--- config.mk ---
export PLATFORM = sky130hd
export DESIGN_NAME = adf4159_hop_ctrl
export DESIGN_NICKNAME = d
export VERILOG_FILES = /design/src/rtl/adf4159_hop_ctrl.sv
export SDC_FILE = /design/constraint.sdc
export NUM_CORES = 1
export LEC_CHECK = 0
export ABC_AREA = 1
export CORE_MARGIN = 8
export CORE_UTILIZATION = 61
export DETAILED_ROUTE_END_ITERATION = 8
export PLACE_DENSITY = 0.79
export SETUP_SLACK_MARGIN = 0.1
export SLEW_MARGIN = 10
export SYNTH_ARGS = -nofsm -noshare
export SYNTH_HDL_FRONTEND = slang
export SYNTH_SLANG_ARGS = --single-unit
--- constraint.sdc ---
create_clock -name clk -period 5.1 [get_ports clk]
set_clock_uncertainty 0.05 [all_clocks]
set_input_delay 0.51 -clock clk [delete_from_list [all_inputs] [get_ports clk]]
set_output_delay 0.51 -clock clk [all_outputs]
set_load 0.1 [all_outputs]
--- src/rtl/adf4159_hop_ctrl.sv ---
// Frequency-hop sequencer for an ADF4159 register programmer: steps through a 16-entry
// hop table, hands each INT/FRAC word to the programmer and dwells between hops.
module adf4159_hop_ctrl #(
  parameter int unsigned DWELL_W = 24,
  parameter int unsigned TIMEOUT = 16
) (
  input  logic               clk,
  input  logic               rst,
  input  logic               tbl_we,
  input  logic [3:0]         tbl_addr,
  input  logic [11:0]        tbl_ints,
  input  logic [24:0]        tbl_fracs,
  input  logic [DWELL_W-1:0] tbl_dwell,
  input  logic [3:0]         num_hops,
  input  logic               loop_en,
  input  logic               start,
  input  logic               stop,
  input  logic               pll_busy,
  output logic               pll_load,
  output logic [11:0]        pll_ints,
  output logic [24:0]        pll_fracs,
  output logic [3:0]         hop_idx,
  output logic               running,
  output logic               hop_strobe,
  output logic               seq_done,
  output logic               err
);

  localparam int unsigned TmoW = (TIMEOUT > 1) ? $clog2(TIMEOUT) : 1;

  typedef enum logic [2:0] {StIdle, StIssue, StWaitBusy, StWaitDone, StDwell} state_e;

  state_e state_q, state_d;

  logic [11:0]        tbl_ints_q  [16];
  logic [24:0]        tbl_fracs_q [16];
  logic [DWELL_W-1:0] tbl_dwell_q [16];

  logic [11:0]        ints_q, ints_d;
  logic [24:0]        fracs_q, fracs_d;
  logic [3:0]         hop_idx_q, hop_idx_d;
  logic [3:0]         last_q, last_d;
  logic [DWELL_W-1:0] dwell_q, dwell_d;
  logic [TmoW-1:0]    tmo_q, tmo_d;
  logic               load_q, load_d;
  logic               strobe_q, strobe_d;
  logic               done_q, done_d;
  logic               err_q, err_d;
  logic               stop_pend_q, stop_pend_d;
  logic               tmo_hit;
  logic               last_hop;

  // Table is deliberately not reset; a same-cycle write is seen by ISSUE only next time.
  always_ff @(posedge clk) begin
    if (tbl_we) begin
      tbl_ints_q[tbl_addr]  <= tbl_ints;
      tbl_fracs_q[tbl_addr] <= tbl_fracs;
      tbl_dwell_q[tbl_addr] <= tbl_dwell;
    end
  end

  assign tmo_hit  = (tmo_q == TmoW'(TIMEOUT - 1));
  assign last_hop = (hop_idx_q >= last_q);

  always_ff @(posedge clk) begin
    if (rst) begin
      state_q     <= StIdle;
      ints_q      <= '0;
      fracs_q     <= '0;
      hop_idx_q   <= '0;
      last_q      <= '0;
      dwell_q     <= '0;
      tmo_q       <= '0;
      load_q      <= 1'b0;
      strobe_q    <= 1'b0;
      done_q      <= 1'b0;
      err_q       <= 1'b0;
      stop_pend_q <= 1'b0;
    end else begin
      state_q     <= state_d;
      ints_q      <= ints_d;
      fracs_q     <= fracs_d;
      hop_idx_q   <= hop_idx_d;
      last_q      <= last_d;
      dwell_q     <= dwell_d;
      tmo_q       <= tmo_d;
      load_q      <= load_d;
      strobe_q    <= strobe_d;
      done_q      <= done_d;
      err_q       <= err_d;
      stop_pend_q <= stop_pend_d;
    end
  end

  always_comb begin
    state_d = state_q;
    unique case (state_q)
      StIdle:     if (start && !stop) state_d = StIssue;
      StIssue:    state_d = StWaitBusy;
      StWaitBusy: begin
        if (pll_busy)     state_d = StWaitDone;
        else if (tmo_hit) state_d = StIdle;
      end
      // A pending stop still lets the transfer finish before dropping to idle.
      StWaitDone: if (!pll_busy) state_d = (stop_pend_q || stop) ? StIdle : StDwell;
      StDwell: begin
        if (stop)                state_d = StIdle;
        else if (dwell_q == '0)  state_d = (!last_hop || loop_en) ? StIssue : StIdle;
      end
      default:    state_d = StIdle;
    endcase
  end

  always_comb begin
    ints_d      = ints_q;
    fracs_d     = fracs_q;
    hop_idx_d   = hop_idx_q;
    last_d      = last_q;
    dwell_d     = dwell_q;
    tmo_d       = tmo_q;
    err_d       = err_q;
    stop_pend_d = stop_pend_q;
    load_d      = 1'b0;
    strobe_d    = 1'b0;
    done_d      = 1'b0;
    unique case (state_q)
      StIdle: begin
        if (start && !stop) begin
          hop_idx_d = '0;
          last_d    = num_hops;
          err_d     = 1'b0;
        end
      end
      StIssue: begin
        ints_d  = tbl_ints_q[hop_idx_q];
        fracs_d = tbl_fracs_q[hop_idx_q];
        load_d  = 1'b1;
        tmo_d   = '0;
      end
      StWaitBusy: begin
        if (!pll_busy) begin
          if (tmo_hit) err_d = 1'b1;
          else         tmo_d = tmo_q + TmoW'(1);
        end
      end
      StWaitDone: begin
        if (!pll_busy) begin
          strobe_d = 1'b1;
          dwell_d  = tbl_dwell_q[hop_idx_q];
        end
      end
      StDwell: begin
        if (!stop) begin
          if (dwell_q != '0)  dwell_d   = dwell_q - DWELL_W'(1);
          else if (!last_hop) hop_idx_d = hop_idx_q + 4'd1;
          else if (loop_en)   hop_idx_d = '0;
          else                done_d    = 1'b1;
        end
      end
      default: ;
    endcase
    if (stop && (state_q inside {StIssue, StWaitBusy, StWaitDone})) stop_pend_d = 1'b1;
    if (state_d == StIdle) stop_pend_d = 1'b0;
  end

  assign pll_load   = load_q;
  assign pll_ints   = ints_q;
  assign pll_fracs  = fracs_q;
  assign hop_idx    = hop_idx_q;
  assign running    = (state_q != StIdle);
  assign hop_strobe = strobe_q;
  assign seq_done   = done_q;
  assign err        = err_q;

endmodule

==> results of run 1 <==
==> logic make-up (layout without fill, tap and decap cells) <==
logic type | after synthesis | count (layout) | synth area share [%]
AND/OR/NAND/NOR | 1383 | 1383 | 13.2
other | 0 | 3 | 0
adder cells (fa/ha/maj) | 7 | 7 | 0.206
flip-flops | 1061 | 1061 | 73.1
AO/OA/AOI/OAI | 737 | 737 | 9.92
buffers and inverters | 329 | 456 | 3.44
XOR/XNOR | 5 | 5 | 0.103
==> layout make-up <==
type	instances	share of cell area [%]
timing repair buffer	165	3.53
clock inverter	47	0.910
tap	931	2.45
antenna	3	0.0158
inverter	105	0.849
multi-input combinational	2132	21.2
clock buffer	139	5.87
sequential	1061	65.2
==> where the power goes <==
part | switching, mW | internal, mW
sequential | 0.122 | 9.70
clock | 3.11 | 4.18
combinational | 1.23 | 0.460
total | 4.46 | 14.3
==> flip-flops by register name (all words and copies together) (netlist names), 3 cells and up, named ones only <==
name / cells
tbl_ints_q: 192
tmo_q: 4
tbl_dwell_q: 384
state_q: 3
last_q: 4
pll_ints: 12
dwell_q: 24
hop_idx: 4
tbl_fracs_q: 400
pll_fracs: 25
==> final timing paths <==
| kind | from | to | slack (ns) | cells past startpoint |
|---|---|---|---|---|
| setup reg to reg | hop_idx[0]$_SDFFE_PP0P_ | register | 2.07 | 11 |
| setup / recovery | hop_idx[1]$_SDFFE_PP0P_ | hop_idx[1] | 1.83 | 1 |
| hold reg to reg | last_q[2]$_SDFFE_PP0P_ | last_q[2]$_SDFFE_PP0P_ | 0.42 | 2 |
| hold / removal | last_q[2]$_SDFFE_PP0P_ | last_q[2]$_SDFFE_PP0P_ | 0.42 | 2 |
==> layer usage <==
| layer | vias to the layer above | part of all wire [%] |
|---|---|---|
| met2 | 1460 | 50 |
| met5 | - | 0.025 |
| li1 | 12700 | - |
| met3 | 259 | 8.4 |
| met1 | 13800 | 38 |
| met4 | 4 | 3.5 |
==> per-stage QoR <==
step           cell area [µm²]  util (%)  cells
2_1_floorplan            42400         -   3522
3_3_place_gp             44300      64.5   4394
3_5_place_dp             44300      64.5   4394
4_1_cts                  47600      69.2   4580
5_1_grt                  47600      69.2   4581
6_report                 47600      69.3   4583
==> cell usage in the layout (no fill, tap or decap), types with 9 or more instances in the layout <==
master,count
o21ai_0,482
edfxtp_1,976
nand3_1,268
nor2_1,756
clkdlybuf4s50_1,121
o21ai_1,14
nor2_4,18
o211ai_1,137
inv_2,9
a31oi_1,30
inv_1,94
nand2_1,318
a21oi_1,39
clkbuf_16,103
clkbuf_1,28
clkinv_2,20
o221ai_1,29
dfxtp_1,78
buf_4,33
clkinv_1,13
buf_12,11
==> results by group, run 1 <==
Global routing
  • Vias in the first global route: 27.6k
  • Grt met2 use: ~45%
  • Grt met1 use: 33.7%
  • First-pass GRT wire length: between 150 and 200 mm
  • All-layer global routing usage: a little over a quarter
  • Gr ovfl total: 0
  • Initial antenna violation count: 5
  • Grt met3 use: under 10%
  • Gr busiest metal: met2
  • Pin count of the biggest net entering global routing: 266

Floorplan
  • Die width: roughly 280 µm
  • Die H: about 280 µm
  • Die area: between 0.07 and 0.08 mm²
  • Core footprint: between 0.06 and 0.07 mm²
  • Initial core utilization: about three fifths
  • Io pins: ~120
  • Cell row count: 96

Worst setup path
  • CP Max Fanout: 45
  • CP bufs+invs: 1
  • Critical Path RT: 4.54 ns
  • CP cell instances: clkdlybuf4s50_1
  • Crit-path max cell delay: around 1.3 ns
  • Critical path arrival: between 2 and 3 ns
  • CP Class: register to output pin
  • Crit-path leading delay family: buffers and inverters
  • Crit. End Element: output pin
  • Highest-delay cell along the critical path: clkdlybuf4s50_1
  • Crit start category: register

Placed design
  • Number of buffers added on ports: around 120
  • Pre-CTS WS: between 1.5 and 2 ns
  • GP Congestion: 0.929
  • Dpl hpwl: between 50 and 60 mm

STA
  • Final setup fails: 0
  • Peak Freq: ~0.31 GHz
  • Post-Route Hold Slack: roughly 0.42 ns
  • Final period utilization: around 64%
  • Worst-Margin Slew: roughly 1.4 ns
  • Final worst slack: around 1.8 ns
  • Setup TNS: 0 ns
  • Worst slew margin: a little under a tenth
  • Final min period: approximately 3.3 ns
  • RSZ-0062 raised after global routing: false
  • Final Max Slew Viols: 0
  • Hold Vio Cnt, Final: 0

Yosys
  • Ys Warns: 0
  • Post-synth top cells: edfxtp_1 (976), nor2_1 (772), o21ai_0 (482)
  • Post-synth EDFFs: roughly 980
  • Yosys top cell area share: 69.1%
  • Avg Inst Size Synth: about 12 µm²
  • Synth Cell Area: 0.0424 mm²
  • #FFs+latches synth: about 1.1k
  • Largest area contributor in the netlist: edfxtp_1
  • Top cells by area, synth: edfxtp_1 (69%), nor2_1 (6.8%), o21ai_0 (5.7%)
  • Count leader, synth: edfxtp_1
  • Seq/Total Area, Yosys: approximately three quarters
  • Mapped Cells: 3522
  • Async SR Flop Fraction: 0%
  • Top_reg_cell synth: edfxtp_1
  • Synth cell types: 38
  • Net count after synthesis: 3605

Drt
  • Drt pass-1 iters: 5
  • DRC: 0
  • Iteration-0 DRC Markers: 3503
  • Routed vias/inst: 6.17
  • Via count: between 20k and 30k
  • Final ANT Viol Nets: 0
  • Routed len/inst: between 20 and 25 µm
  • DRT Wirelength: 106 mm

Finish
  • Layout overhead on the synthesized area: 12.2%
  • Share of cells above drive strength 1: around 6.5%
  • # nets final: roughly 3.7k
  • FILL cells: ~4.6k
  • Sequential cell area: approximately 0.031 mm²
  • Multi-input gate area: between 0.01 and 0.015 mm²

CTS
  • CTS Sinks: ~1.1k
  • Hold_buf cts: 0
  • Root buffer cell: clkbuf_16
  • Max Root-Sink Buffers: 3
  • Postcts setup bufs: 0
  • CTS resizes: 0
  • Worst-path clk slew: approximately 0.06 ns
  • H-tree levels: 3
  • CTS tree: built
  • Total CTS buffers: 102
  • Worst skew pair latency: around 0.66 ns

Power and ir drop
  • Maximum VDD drop: about 0.47 mV
  • Total power per unit cell area: a little under 400 mW/mm²
  • Pwr Total: ~19 mW
  • Leakage Power: roughly 16 nW

Worst hold path
  • Hold WC Path Type: register to register

Status
  • Status: finished clean

Run
  • Max_cap viols: 0
No activity file was read; power rests on OpenSTA's default activity.
==> run 2: changes to the inputs <==
clock period = 3.2 ns   (was 5.1 ns; I/O delays follow)
==> results by group, run 2 (same netlist as run 1, synthesis figures left out) <==
Status
  • Status: finished clean

Drt
  • Via count: 28.3k (+0.11%)
  • Routed vias/inst: 6.14 (-0.39%)
  • Final ANT Viol Nets: 0 (unchanged)
  • DRT Wirelength: 103 mm (-2.3%)
  • DRC: 0 (unchanged)
  • Drt pass-1 iters: 5 (unchanged)
  • Iteration-0 DRC Markers: 3781 (+7.9%)
  • Routed len/inst: 22.4 µm (-2.8%)

STA
  • Final min period: between 2 and 3 ns
  • Peak Freq: between 0.3 and 0.4 GHz
  • Worst-Margin Slew: 1.10 ns (-0.254 ns)
  • Final setup fails: 0 (unchanged)
  • RSZ-0062 raised after global routing: false
  • Worst slew margin: 26.4% (+17 points)
  • Hold Vio Cnt, Final: 0 (unchanged)
  • Final worst slack: 0.526 ns (-1.30 ns)
  • Post-Route Hold Slack: 0.268 ns (-0.153 ns)
  • Setup TNS: 0 ns (unchanged)
  • Final Max Slew Viols: 0 (unchanged)
  • Final period utilization: between 80% and 90%

Placed design
  • Dpl hpwl: 53.0 mm (-1.6%)
  • Placed Cells: 4415 (+0.48%)
  • Placed inst area: 0.0447 mm² (+0.87%)
  • Pre-CTS WS: 0.713 ns (-1.20 ns)
  • GP Congestion: 0.864 (-7.0%)
  • Number of buffers added on ports: 121 (unchanged)

Finish
  • Max reg flops: 400 (unchanged)
  • Util after Layout: 69.8% (+0.56 points)
  • Final Instance Count excl. Fillers: 4606 (+0.50%)
  • Most flops, register: tbl_fracs_q
  • Share of cells above drive strength 1: 7.46% (+0.99 points)
  • Commonest non-fill, non-tap cell in the layout: edfxtp_1
  • Most frequent cells in the layout: edfxtp_1 (976), nor2_1 (756), o21ai_0 (482)
  • Layout overhead on the synthesized area: 13.1%
  • # nets final: 3671 (+0.58%)
  • Largest registers: tbl_fracs_q (400), tbl_dwell_q (384), tbl_ints_q (192)
  • Design area: 0.0480 mm² (+0.80%)

Worst setup path
  • Reg-to-Reg End: pll_ints[5]$_SDFFE_PP0P_
  • R2r setup slk: 0.89 ns (-1.18 ns)
  • Crit-path leading delay family: buffers and inverters
  • Critical path arrival: 2.30 ns (-0.41 ns)
  • R2R Path Start: hop_idx[1]$_SDFFE_PP0P_
  • CP Depth: 1 (unchanged)
  • CP Class: register to output pin
  • R2R cell count: 5 (-6)
  • CP cell instances: clkdlybuf4s50_1
  • Crit start category: register
  • Crit-path max cell delay: 1.18 ns (-0.16 ns)
  • Highest-delay cell along the critical path: clkdlybuf4s50_1
  • CP bufs+invs: 1 (unchanged)
  • CP endpoint: pll_fracs[4]
  • Critical Path RT: 2.83 ns (-1.71 ns)
  • Crit. End Element: output pin
  • Crit path from: pll_fracs[4]$_SDFFE_PP0P_
  • CP Max Fanout: 2 (-96%)

CTS
  • CTS Sinks: 1061 (unchanged)
  • CTS tree: built
  • Hold_buf cts: 0 (unchanged)
  • Worst skew pair latency: 0.66 ns (about the same)
  • Root buffer cell: clkbuf_16
  • CTS resizes: 0 (unchanged)
  • H-tree levels: 3 (unchanged)
  • Postcts setup bufs: 0 (unchanged)
  • Worst-path clk slew: 0.06 ns (about the same)
  • Max Root-Sink Buffers: 3 (unchanged)
  • Total CTS buffers: 102 (unchanged)

Global routing
  • Gr ovfl total: 0 (unchanged)
  • Pin count of the biggest net entering global routing: 210 (-21%)
  • Initial antenna violation count: 3 (-2)
  • Vias in the first global route: 27.5k (-0.52%)
  • First-pass GRT wire length: 158 mm (-1.2%)
  • All-layer global routing usage: 25.9% (-0.45 points)

Run
  • Max_cap viols: 0 (unchanged)

Power and ir drop
  • Leakage Power: 16.2 nW (+1.3%)
  • Pwr Total: 30.0 mW (+60%)
  • Total power per unit cell area: 626 mW/mm² (+58%)
  • Maximum VDD drop: 0.540 mV (+15%)

Worst hold path
  • Hold WC Path Type: input pin to register

Floorplan
  • Cell row count: 96 (unchanged)
  • Die H: 280 µm (unchanged)
  • Core footprint: 0.0687 mm² (unchanged)
  • Die width: 280 µm (unchanged)
  • Die area: 0.0782 mm² (unchanged)
  • Initial core utilization: 61.7% (unchanged)
  • Io pins: 122 (unchanged)
-- run 2: cell types whose count changed in the layout (fill, tap and decap cells not counted), sizes merged --
cell	change
buf	+34
clkdlybuf4s50	-13
clkbuf	-10
clkinv	+10
clkinvlp	+2
diode	-1
inv	+1
-- run 2: layer usage --
metal	part of all wire (%)	up-vias	wire length (µm)	global-route usage, %
met5	0.014	-	14	0
met4	2.9	2	3030	9.84
met3	8.9	226	9180	3.72
met2	50	1569	51700	43.7
met1	38	13700	39400	34.2
li1	-	12800	-	-
-- run 2: how the worst min path moves through the flow --
stage | startpoint | cells past startpoint | slack (ns) | to
final | num_hops[0] | 3 | 0.27 | last_q[0]$_SDFFE_PP0P_
after global routing | num_hops[0] | 3 | 0.28 | last_q[0]$_SDFFE_PP0P_
after CTS | num_hops[0] | 3 | 0.24 | last_q[0]$_SDFFE_PP0P_
after detailed placement | last_q[2]$_SDFFE_PP0P_ | 2 | 0.41 | last_q[2]$_SDFFE_PP0P_
after global placement | last_q[2]$_SDFFE_PP0P_ | 2 | 0.40 | last_q[2]$_SDFFE_PP0P_
after floorplan | pll_busy | 1 | 0.35 | hop_strobe$_SDFF_PP0_
-- run 2: layout make-up --
type | count | area (µm²)
Multi-Input combinational cell | 2132 | 10100
Sequential cell | 1061 | 31000
Clock inverter | 60 | 485
Inverter | 105 | 404
Tap cell | 931 | 1160
Fill cell | 4493 | 20700
Timing Repair Buffer | 186 | 2070
Clock buffer | 129 | 2740
Antenna cell | 2 | 5.00
-- run 2: power by group --
part           internal [mW]  total [mW]  leakage, nW  switching (mW)
Combinational          0.783        2.80         5.13            2.02
Sequential              15.5        15.6         9.51           0.150
Clock                   6.60        11.6         1.59            5.00
Total                   22.9        30.0         16.2            7.16
